**src/rtl/sigma_timer.sv**
```systemverilog
// sigma_timer: memory-mapped 32-bit timer/compare peripheral with level compare-match IRQ.
// Optional capture input enabled by defining SIGMA_TIMER_CAPTURE_EN.
module sigma_timer #(
   parameter int          PRESCALE_WIDTH = 16,
   parameter logic [31:0] COMPARE_RST    = 32'hFFFFFFFF
) (
   input  logic        clk_i,
   input  logic        rst_i,
   input  logic        bus_req,
   input  logic        bus_we,
   input  logic [31:0] bus_addr,
   input  logic [3:0]  bus_be,
   input  logic [31:0] bus_wdata,
   output logic        bus_ack,
   output logic        bus_resp,
   output logic [31:0] bus_rdata,
`ifdef SIGMA_TIMER_CAPTURE_EN
   input  logic        capture_i,
`endif
   output logic        irq_o
);
   logic [2:0]                ctrl;
   logic [PRESCALE_WIDTH-1:0] prescale, pcnt;
   logic [31:0]               count, compare, cap_val, rval, wmask, pre_m;
   logic                      match, wr, rd, tick, hit;
   logic                      w_ctrl, w_pre, w_cnt, w_cmp, w_clr;
   logic [2:0]                sel;
   logic                      unused;
   assign sel     = bus_addr[4:2];
   assign bus_ack = bus_req;
   assign wr      = bus_req & bus_we;
   assign rd      = bus_req & ~bus_we;
   assign wmask   = {{8{bus_be[3]}}, {8{bus_be[2]}}, {8{bus_be[1]}}, {8{bus_be[0]}}};
   assign w_ctrl  = wr && sel == 3'd0 && bus_be[0];
   assign w_pre   = wr && sel == 3'd1 && |bus_be;
   assign w_cnt   = wr && sel == 3'd2 && |bus_be;
   assign w_cmp   = wr && sel == 3'd3;
   assign w_clr   = wr && sel == 3'd4 && bus_be[0] && bus_wdata[0];
   assign pre_m   = (32'(prescale) & ~wmask) | (bus_wdata & wmask);
   assign tick    = ctrl[0] && pcnt == prescale;
   assign hit     = count == compare;
   assign irq_o   = match & ctrl[2];
   assign unused  = ^{bus_addr[31:5], bus_addr[1:0], pre_m[31:PRESCALE_WIDTH]};
   always_comb begin
      rval = sel == 3'd0 ? {29'b0, ctrl} :
             sel == 3'd1 ? 32'(prescale) :
             sel == 3'd2 ? count :
             sel == 3'd3 ? compare :
             sel == 3'd4 ? {31'b0, match} :
             sel == 3'd5 ? cap_val : 32'b0;
   end
   always_ff @(posedge clk_i or posedge rst_i) begin
      if (rst_i) begin
         bus_resp  <= 1'b0;
         bus_rdata <= '0;
         ctrl      <= '0;
         prescale  <= '0;
         pcnt      <= '0;
         count     <= '0;
         compare   <= COMPARE_RST;
         match     <= 1'b0;
      end else begin
         bus_resp  <= rd;
         bus_rdata <= rd ? rval : '0;
         if (w_ctrl) ctrl <= bus_wdata[2:0];
         if (w_pre) prescale <= pre_m[PRESCALE_WIDTH-1:0];
         pcnt <= (w_pre || !ctrl[0] || tick) ? '0 : pcnt + PRESCALE_WIDTH'(1);
         // a bus write to COUNT takes priority over the tick increment
         count <= w_cnt ? (count & ~wmask) | (bus_wdata & wmask) :
                  tick  ? ((hit && ctrl[1]) ? 32'd0 : count + 32'd1) : count;
         if (w_cmp) compare <= (compare & ~wmask) | (bus_wdata & wmask);
         match <= (tick && hit) ? 1'b1 : w_clr ? 1'b0 : match;
      end
   end
`ifdef SIGMA_TIMER_CAPTURE_EN
   logic [2:0]  sync;
   logic [31:0] capture;
   assign cap_val = capture;
   // sync[1] is the synchronised input, sync[2] its previous value for edge detection
   always_ff @(posedge clk_i or posedge rst_i) begin
      if (rst_i) begin
         sync    <= '0;
         capture <= '0;
      end else begin
         sync <= {sync[1:0], capture_i};
         if (sync[1] && !sync[2]) capture <= count;
      end
   end
`else
   assign cap_val = 32'b0;
`endif
endmodule

```
**config.mk**
```make
export PLATFORM = sky130hd
export DESIGN_NAME = sigma_timer
export DESIGN_NICKNAME = d
export VERILOG_FILES = /design/src/rtl/sigma_timer.sv
export SDC_FILE = /design/constraint.sdc
export NUM_CORES = 1
export LEC_CHECK = 0
export ABC_AREA = 1
export ABC_CLOCK_PERIOD_IN_PS = 13230
export CAP_MARGIN = 25
export CORE_MARGIN = 4
export CORE_UTILIZATION = 41
export DETAILED_ROUTE_END_ITERATION = 10
export HOLD_SLACK_MARGIN = 0.02
export MAX_ROUTING_LAYER = met4
export PLACE_DENSITY = 0.65
export SYNTH_ARGS = -nofsm -noshare
export SYNTH_HDL_FRONTEND = slang
export SYNTH_SLANG_ARGS = --single-unit
```
**constraint.sdc**
```tcl
create_clock -name clk_i -period 13.23 [get_ports clk_i]
set_input_delay 2.646 -clock clk_i [delete_from_list [all_inputs] [get_ports clk_i]]
set_output_delay 2.646 -clock clk_i [all_outputs]
set_load 0.01 [all_outputs]
```
Word-level counts from Yosys, hierarchy flattened
Index checks and enable logic that the tools add are counted.
Word-level totals
  register bits: 133
  logic and storage cells: 60
Cells by class
  add/subtract/negate cells: 2
  equal/unequal tests: 6
  muxes and demuxes: 12
  bitwise logic cells: 12
  reductions and logical operators: 20
Operators with widths (count)
  $mux 32: 8
  $and 32x32->32: 3
  $or 32x32->32: 2
  $add 32x1->32 const B: 1
  $eq 32x32->1: 1
  $not 32->32: 1
  $add 16x1->16 const B: 1
  $and 16x16->16: 1
  $eq 16x16->1: 1
  $mux 16: 1
  $or 16x16->16: 1
  $logic_and 1x1->1: 13
  $eq 3x2->1 const B: 2
  $reduce_bool 2->1: 2
  $reduce_or 4->1: 1
  $and 1x1->1: 3
  $eq 3x1->1 const B: 1
  $eq 3x3->1 const B: 1
  $logic_not 3->1: 1
  $mux 1: 3
  $logic_or 1x1->1: 2
  $logic_not 1->1: 1
  $not 1->1: 1

Longest topological paths before layout
Gate-level depths: netlist of run 1.
  depth after elaboration: 7
  gate-level depth with buffers: 13
  gate-level depth less buffers: 12

Least setup slack after synthesis of run 1
OpenSTA, ideal clock, no wires.
  path type: input to output
  from: in bus_req
  to: out bus_ack
  arrival time: 2765 ps
  data required time: 10584 ps
  path slack: 7819 ps
  stages on the path: 1
  buffers on the path: 1
  cell sequence: buf_4
RTL lines
  start, declared: RTL line 9  | input logic bus_req,
  end, declared: RTL line 14  | output logic bus_ack,
No word-level cell between the ends.

Worst setup path in the final report of run 1
  from: in bus_req
  to: out bus_ack
No word-level cell between the ends.

==> impl_metrics.py, run 1 <==
metrics = {
    "clocking": {
        "cts_buffers": 17,
        "cts_max_path_buffers": 2,
        "htreeDepth": 4,
        "postCtsHoldBufs": 0,
        "clock_latency_ns": 0.43,
        "cts_resized": 0,
        "path_clk_slew_ns": 0.06,
        "clock_sinks": 133,
        "cts-root-buf": "clkbuf_16",
        "cts_tree": "built",
        "cts_setup_buffers": 0,
    },
    "sta": {
        "timing.setup.tns_ns": 0,
        "worstMarginPinSlew_ns": 0.930,
        "slew_violations": 0,
        "slew_headroom_pct": 37.9,
        "period_needed_ns": 6.34,
        "fmax_ghz": 0.158,
        "post-route-period-util_pct": 47.9,
        "fin_ws_ns": 6.89,
        "hold_violations": 0,
        "setup_viol": 0,
        "fin_worst_skew_ns": 0.00767,
        "rsz0062_at_grt": "false",
    },
    "finish": {
        "utilization_pct": 50.5,
        "drive_gt1_share_pct": 9.25,
        "diodes": 0,
        "n_fill_cell": 1741,
        "area_delta_synth_final_pct": 21.0,
        "nNetsFinal": 1121,
    },
    "route": {
        "drc": 0,
        "num_vias": 6647,
        "drtAntennaViolNets": 0,
        "wl_per_cell_um": 16.6,
        "drt_iter0_markers": 540,
        "firstDrtPassIters": 5,
        "vias_per_cell": 5.16,
        "route.final.wire_length_mm": 21.4,
    },
    "place": {
        "dp_hpwl_mm": 15.7,
        "numPortBuffers": 77,
        "routabilityCongestion": 0.934,
        "place_ws_ns": 6.89,
    },
    "global_route": {
        "grt-busiest-layer": "met2",
        "grt_use_met3_pct": 3.08,
        "grt_use_met1_pct": 31.5,
        "antenna_found_initial": 0,
        "grt_pass1_vias": 6440,
        "grt_max_degree": 90,
        "met2_usage_pct": 33.1,
        "grt_pass1_wl_mm": 34.6,
        "track_usage_pct": 22.2,
        "globalRouteOverflowTotal": 0,
    },
    "setup_path": {
        "cp.arrival_ns": 3.69,
        "max_stage_delay_ns": 0.55,
        "end_kind": "output port",
        "crit_chain": "clkdlybuf4s50_1 -> clkdlybuf4s50_1",
        "crit_type": "primary input to output port",
        "required_ns": 10.58,
        "worstPathMaxFanout": 3,
        "reg2reg_slack_ns": 10.96,
        "crit_path_frequent_cell": "clkdlybuf4s50_1",
        "slowest_stage": "clkdlybuf4s50_1",
        "crit_family": "buffers and inverters",
        "r2r_cells": 11,
        "cp_num_buf_inv": 2,
        "start_kind": "primary input",
    },
    "floorplanning": {
        "boundaryPins": 107,
        "die_w_um": 143,
        "die_area_um2": 20500,
        "initial_core_util_pct": 41.8,
        "fp.dieH_um": 143,
        "row_count": 49,
        "core_area_um2": 18000,
    },
    "synth": {
        "synth.net_count": 1064,
        "synthDominantCellAreaShare_pct": 33.7,
        "yosysTopAreaCell": "dfrtp_1",
        "synth_edf_count": 0,
        "syn_inst": 990,
        "async_reset_ff_share_pct": 100,
        "ys_seq_area_share_pct": 44.9,
        "syn_area_per_cell_um2": 7.58,
        "syn_area_um2": 7500,
        "ys.warnings.count": 0,
        "synth_most_common_cell": "nand2_1",
        "synth_commonest_cells": "nand2_1, nor2_1, dfrtp_1",
        "synth_ff_type": "dfrtp_1",
        "ys_ff_latch": 133,
        "netlist_top_cells_area": "dfrtp_1, nand2_1, dfstp_2, nor2_1, inv_1",
        "ys_types": 37,
    },
    "power": {
        "p_leak_nw": 4.18,
        "power_density_nw_per_um2": 145,
        "irDropWorstVdd_uv": 91.2,
    },
    "flow_run": {
        "cap_violations": 0,
    },
    "worst_hold_path": {
        "holdCritPathClass": "register to register",
        "hold_depth": 2,
    },
    "run_status": {
        "status": "finished clean",
    },
}
==> worst max-delay path by stage <==
stage                     depth (start not counted)                          to     from
after floorplan                                   1  asynchronous set/reset pin    rst_i
after global placement                            2                     bus_ack  bus_req
after detailed placement                          2                     bus_ack  bus_req
after CTS                                         2                     bus_ack  bus_req
after global routing                              2                     bus_ack  bus_req
final                                             2                     bus_ack  bus_req
==> cell families after synthesis <==
family	after synthesis	synth area share (%)
adders and majority gates	2	0.334
buffers and inverters	145	7.77
DFF	133	44.9
xor gates and xnor gates	51	5.95
and+or+nand+nor	490	27.9
AOI/OAI and AO/OA	160	11.8
muxes	9	1.35
==> metrics by stage <==
step                instance area (µm²)  std cells  hold WS (ns)  power (mW)
floorplan                          7500        990         0.457       0.722
global placement                   8390       1255         0.467       0.795
detailed placement                 8440       1257         0.471       0.803
CTS                                9080       1289         0.480        1.32
global route                       9080       1289         0.501        1.38
finish                             9080       1289         0.480        1.31
==> cell type report <==
cell class | instances | area, µm² | share of cell area, %
clock inverter | 14 | 198 | 2.18
multi-input combinational | 712 | 3550 | 39.1
clock buffer | 18 | 439 | 4.84
inverter | 100 | 380 | 4.19
timing repair buffer | 83 | 856 | 9.43
tap | 229 | 287 | 3.16
sequential | 133 | 3370 | 37.1
==> layer usage <==
| metal | wire length (µm) | part of all wire, % |
|---|---|---|
| met5 | 0 | 0 |
| met4 | 460 | 2.2 |
| met3 | 972 | 4.5 |
| met2 | 9610 | 45 |
| met1 | 10300 | 48 |
==> power by group <==
part | leakage (nW) | internal (mW) | switching [mW]
registers | 1.61 | 0.476 | 0.0730
logic | 2.26 | 0.111 | 0.139
clock network | 0.308 | 0.322 | 0.192
total | 4.18 | 0.909 | 0.405
==> cells in the final DEF, fill, tap and decap left out, types with 2 or more instances in the layout <==
master	netlist	layout
a21oi_1	56	56
a22oi_1	23	23
buf_16	0	2
buf_4	2	4
bufinv_16	0	4
clkbuf_16	0	17
clkdlybuf4s50_1	0	77
clkinv_2	0	2
clkinv_4	0	2
clkinvlp_4	0	2
dfrtp_1	101	101
dfstp_2	32	32
ha_1	2	2
inv_1	95	94
inv_2	4	4
inv_6	0	5
mux2_2	9	9
nand2_1	244	244
nand2_2	3	3
nand3_1	45	45
nand3b_1	19	19
nand4_1	9	9
nor2_1	138	138
nor2_2	7	7
nor3_1	12	12
nor3b_1	6	6
o21ai_0	68	68
o221ai_1	2	2
o22ai_1	8	8
xnor2_1	30	30
xor2_1	21	21
(Power assumes the default switching activity.)
==> run 2: changes to the inputs <==
--- a/config.mk
+++ b/config.mk
@@ -6,14 +6,14 @@
 export NUM_CORES = 1
 export LEC_CHECK = 0
 export ABC_AREA = 1
-export ABC_CLOCK_PERIOD_IN_PS = 13230
+export ABC_CLOCK_PERIOD_IN_PS = 5200
 export CAP_MARGIN = 25
 export CORE_MARGIN = 4
 export CORE_UTILIZATION = 41
 export DETAILED_ROUTE_END_ITERATION = 10
 export HOLD_SLACK_MARGIN = 0.02
 export MAX_ROUTING_LAYER = met4
-export PLACE_DENSITY = 0.65
+export PLACE_DENSITY = 0.67
 export SYNTH_ARGS = -nofsm -noshare
 export SYNTH_HDL_FRONTEND = slang
 export SYNTH_SLANG_ARGS = --single-unit
==> constraint.sdc (replaced) <==
create_clock -name clk_i -period 5.2 [get_ports clk_i]
set_input_delay 1.04 -clock clk_i [delete_from_list [all_inputs] [get_ports clk_i]]
set_output_delay 1.04 -clock clk_i [all_outputs]
set_load 0.01 [all_outputs]
==> run 2 against run 1 <==
  * Sequential share of layout area is essentially flat
  * First-iteration DRC count up 21%
  * Flip-flop and latch count stayed put
  * Count of clock-buffer cells in the layout increased by 3
  * Clock power rose to 2.5 times the previous value
  * Global-route usage down 0.21 points
  * Non-clock buffer count rose by 1
  * Die area stayed put
  * Cell area about the same
  * Cell count barely moved
  * Clock skew grew 0.0028 ns
  * Setup slack got worse by 4.8 ns
==> impl_metrics.py, run 2 (same netlist as run 1, synthesis figures left out) <==
metrics = {
    "sta": {
        "rsz0062_at_grt": "false",
        "worstMarginPinSlew_ns": 0.914,
        "timing.setup.tns_ns": 0,
        "slew_violations": 0,
        "fin_worst_skew_ns": 0.0105,
        "slew_headroom_pct": 38.8,
        "fmax_ghz": 0.320,
        "hold_violations": 0,
        "whs_ns": 0.475,
        "period_needed_ns": 3.12,
        "setup_viol": 0,
        "post-route-period-util_pct": 60.0,
    },
    "clocking": {
        "cts_tree": "built",
        "cts_buffers": 17,
        "postCtsHoldBufs": 0,
        "cts-root-buf": "clkbuf_16",
        "cts_max_path_buffers": 2,
        "cts_resized": 0,
        "clock_sinks": 133,
        "clock_latency_ns": 0.43,
        "htreeDepth": 4,
        "cts_setup_buffers": 0,
        "path_clk_slew_ns": 0.05,
    },
    "setup_path": {
        "crit_family": "buffers and inverters",
        "crit_path_frequent_cell": "clkdlybuf4s50_1",
        "required_ns": 4.16,
        "worstPathMaxFanout": 3,
        "crit_chain": "clkdlybuf4s50_1 -> clkdlybuf4s50_1",
        "crit_cells": 2,
        "crit_type": "primary input to output port",
        "cp_num_buf_inv": 2,
        "end_kind": "output port",
        "cp.arrival_ns": 2.08,
        "r2r_cells": 11,
        "start_kind": "primary input",
        "slowest_stage": "clkdlybuf4s50_1",
        "max_stage_delay_ns": 0.54,
    },
    "finish": {
        "design_area_um2": 9080,
        "stdcell_count": 1290,
        "drive_gt1_share_pct": 9.24,
        "area_delta_synth_final_pct": 21.0,
        "final_common_cell": "nand2_1",
        "layout_common_cells": "nand2_1, nor2_1, dfrtp_1",
        "utilization_pct": 50.5,
        "diodes": 0,
        "nNetsFinal": 1122,
    },
    "route": {
        "num_vias": 6606,
        "drc": 0,
        "firstDrtPassIters": 5,
        "vias_per_cell": 5.12,
        "drtAntennaViolNets": 0,
        "route.final.wire_length_mm": 21.0,
        "wl_per_cell_um": 16.3,
        "drt_iter0_markers": 654,
    },
    "global_route": {
        "track_usage_pct": 22.0,
        "grt_pass1_wl_mm": 34.2,
        "antenna_found_initial": 0,
        "grt_max_degree": 69,
        "globalRouteOverflowTotal": 0,
        "grt_pass1_vias": 6338,
    },
    "floorplanning": {
        "boundaryPins": 107,
        "core_area_um2": 18000,
        "initial_core_util_pct": 41.8,
        "fp.dieH_um": 143,
        "die_area_um2": 20500,
        "die_w_um": 143,
        "row_count": 49,
    },
    "place": {
        "dp_hpwl_mm": 15.6,
        "routabilityCongestion": 0.944,
        "dpl_cell_area_um2": 8420,
        "numPortBuffers": 77,
        "dp.cells": 1257,
    },
    "power": {
        "p_leak_nw": 4.17,
        "power_density_nw_per_um2": 367,
        "irDropWorstVdd_uv": 213,
    },
    "run_status": {
        "status": "finished clean",
    },
    "worst_hold_path": {
        "hold_depth": 2,
        "holdCritPathClass": "register to register",
    },
    "flow_run": {
        "cap_violations": 0,
    },
}
-- run 2: changes by cell type in the layout (fill, tap and decap cells not counted), sizes merged --
cell      change
inv           -4
clkbuf        +3
buf           +1
clkinvlp      +1
-- run 2: metrics by stage --
stage / worst slack (ns) / power (mW)
2_1_floorplan: 0.659 / 1.84
3_3_place_gp: 0.966 / 2.02
3_5_place_dp: 0.926 / 2.04
4_1_cts: 1.38 / 3.35
5_1_grt: 1.96 / 3.52
6_report: 2.08 / 3.33
-- run 2: tightest hold or removal path, stage by stage, from the launching register on --
cell	delay (ns)
dfstp_2	0.38
nand2_1	0.06
nand2_1	0.04
-- run 2: path summary, 6_finish.rpt --
path	startpoint	endpoint	slack [ns]
setup / recovery	bus_req	bus_ack	2.08
hold reg to reg	register	register	0.47
min in group asynchronous	rst_i	bus_rdata[25]	1.09
setup reg to reg	register	register	2.63
hold / removal	register	register	0.47
max in group asynchronous	rst_i	asynchronous set/reset pin	3.17
-- run 2: area by class of cell --
type / instances / area [µm²]
clock inverters: 11 / 174
clock buffers: 21 / 470
repair buffers: 84 / 846
inverters: 100 / 380
flip-flops and latches: 133 / 3370
well taps: 229 / 287
fillers: 1742 / 8890
multi-input cells: 712 / 3550
-- run 2: power breakdown --
part	internal, mW	total (mW)	switching [mW]
Sequential	1.21	1.39	0.182
Combinational	0.282	0.637	0.356
Clock	0.841	1.30	0.463
Total	2.33	3.33	1.00
-- run 2: per-layer routing --
metal	up-vias	GRT usage, %	routed length, µm
met3	22	4.09	1030
met5	-	-	0
met4	0	5.30	283
met1	3090	31.4	10200
met2	193	32.7	9430
li1	3301	-	-
==> run 3: changes to the inputs <==
--- a/config.mk
+++ b/config.mk
@@ -6,14 +6,14 @@
 export NUM_CORES = 1
 export LEC_CHECK = 0
 export ABC_AREA = 1
-export ABC_CLOCK_PERIOD_IN_PS = 5200
+export ABC_CLOCK_PERIOD_IN_PS = 3100
 export CAP_MARGIN = 25
 export CORE_MARGIN = 4
 export CORE_UTILIZATION = 41
 export DETAILED_ROUTE_END_ITERATION = 10
 export HOLD_SLACK_MARGIN = 0.02
 export MAX_ROUTING_LAYER = met4
-export PLACE_DENSITY = 0.67
+export PLACE_DENSITY = 0.65
 export SYNTH_ARGS = -nofsm -noshare
 export SYNTH_HDL_FRONTEND = slang
 export SYNTH_SLANG_ARGS = --single-unit
==> constraint.sdc (replaced) <==
create_clock -name clk_i -period 3.1 [get_ports clk_i]
set_input_delay 0.62 -clock clk_i [delete_from_list [all_inputs] [get_ports clk_i]]
set_output_delay 0.62 -clock clk_i [all_outputs]
set_load 0.01 [all_outputs]
==> run 3 against run 2 <==
  * Combinational power increased by 70%
  * Critical endpoint is now bus_rdata[4]
  * Hold slack better by 0.0017 ns
  * Global-route usage about the same
==> impl_metrics.py, run 3 (same netlist as run 1, synthesis figures left out) <==
metrics = {
    "run_status": {
        "status": "finished clean",
    },
    "finish": {
        "final_common_cell": "nand2_1",
        "stdcell_count": 1299,
        "design_area_um2": 9080,
        "diodes": 0,
        "seq_area_um2": 3370,
        "n_fill_cell": 1728,
        "utilization_pct": 50.6,
        "nNetsFinal": 1131,
        "area_delta_synth_final_pct": 21.1,
        "layout_common_cells": "nand2_1, nor2_1, dfrtp_1",
        "multi_input_area_um2": 3550,
        "drive_gt1_share_pct": 10.0,
    },
    "sta": {
        "worstMarginPinSlew_ns": 0.708,
        "whs_ns": 0.477,
        "fmax_ghz": 0.434,
        "period_needed_ns": 2.30,
        "setup_viol": 0,
        "fin_ws_ns": 0.796,
        "timing.setup.tns_ns": 0,
        "rsz0062_at_grt": "false",
        "fin_worst_skew_ns": 0.0136,
        "post-route-period-util_pct": 74.3,
        "hold_violations": 0,
        "slew_violations": 0,
        "slew_headroom_pct": 52.8,
    },
    "global_route": {
        "globalRouteOverflowTotal": 0,
        "antenna_found_initial": 0,
        "grt_max_degree": 134,
        "grt_pass1_wl_mm": 34.2,
        "track_usage_pct": 22.0,
        "grt_pass1_vias": 6418,
    },
    "clocking": {
        "cts_tree": "built",
        "path_clk_slew_ns": 0.06,
        "clock_latency_ns": 0.43,
        "cts_buffers": 17,
        "postCtsHoldBufs": 0,
        "cts_setup_buffers": 0,
        "htreeDepth": 4,
        "cts-root-buf": "clkbuf_16",
        "cts_max_path_buffers": 2,
        "clock_sinks": 133,
        "cts_resized": 0,
    },
    "floorplanning": {
        "die_area_um2": 20500,
        "initial_core_util_pct": 41.8,
        "core_area_um2": 18000,
        "row_count": 49,
        "fp.dieH_um": 143,
        "die_w_um": 143,
        "boundaryPins": 107,
    },
    "route": {
        "drc": 0,
        "wl_per_cell_um": 16.2,
        "drt_iter0_markers": 581,
        "num_vias": 6604,
        "firstDrtPassIters": 5,
        "vias_per_cell": 5.08,
        "route.final.wire_length_mm": 21.0,
        "drtAntennaViolNets": 0,
    },
    "power": {
        "power_density_nw_per_um2": 599,
        "irDropWorstVdd_uv": 469,
        "p_total_mw": 5.44,
        "p_leak_nw": 4.18,
    },
    "place": {
        "place_ws_ns": 0.401,
        "routabilityCongestion": 0.903,
        "dpl_cell_area_um2": 8490,
        "dp.cells": 1267,
        "numPortBuffers": 77,
        "dp_hpwl_mm": 15.7,
    },
    "setup_path": {
        "cp.arrival_ns": 2.65,
        "worstPathMaxFanout": 13,
        "required_ns": 3.45,
        "start_kind": "primary input",
        "crit_type": "primary input to register",
        "end_kind": "register",
    },
    "flow_run": {
        "cap_violations": 0,
    },
    "worst_hold_path": {
        "holdCritPathClass": "register to register",
    },
}
## run 3: cell count changes in the layout (fill, tap and decap cells not counted), sizes merged
cell      change
buf           +9
bufinv        -2
clkinvlp      +2
clkinv        +1
inv           -1
## run 3: path summary, 6_finish.rpt
kind                             startpoint            end  slack [ns]  depth (start not counted)
worst max-delay path            bus_addr[3]   bus_rdata[4]        0.80                          8
worst max register to register     register       register        1.03                         11
worst min-delay path               register       register        0.48                          2
min in group asynchronous             rst_i  bus_rdata[25]        0.75                          3
worst min register to register     register       register        0.48                          2
max in group asynchronous             rst_i  bus_rdata[17]        1.84                          3
## run 3: critical path, stage by stage
cell	delay, ns
clkdlybuf4s50_1	0.55
inv_2	0.07
nor3_4	0.19
buf_4	0.27
clkinv_1	0.35
o22ai_1	0.37
a21oi_1	0.11
nor2_1	0.13
## run 3: power breakdown
part / total, mW / switching (mW) / internal [mW]
Clock: 2.03 / 0.787 / 1.25
Sequential: 2.33 / 0.303 / 2.03
Combinational: 1.08 / 0.600 / 0.478
Total: 5.44 / 1.69 / 3.76
## run 3: layer usage
metal,up-vias,global-route usage [%],share of wire (%)
met1,3080,31.4,49
li1,3313,-,-
met2,181,32.1,44
met3,30,4.15,5.0
met4,0,6.19,2.0
met5,-,-,0
## run 3: cell type report
class                      count  share of cell area, %
clock buffer                  21                   5.18
inverter                     100                   4.17
tap                          229                   3.15
timing repair buffer          93                   9.94
multi-input combinational    712                   39.1
sequential                   133                   37.1
clock inverter                11                   1.39
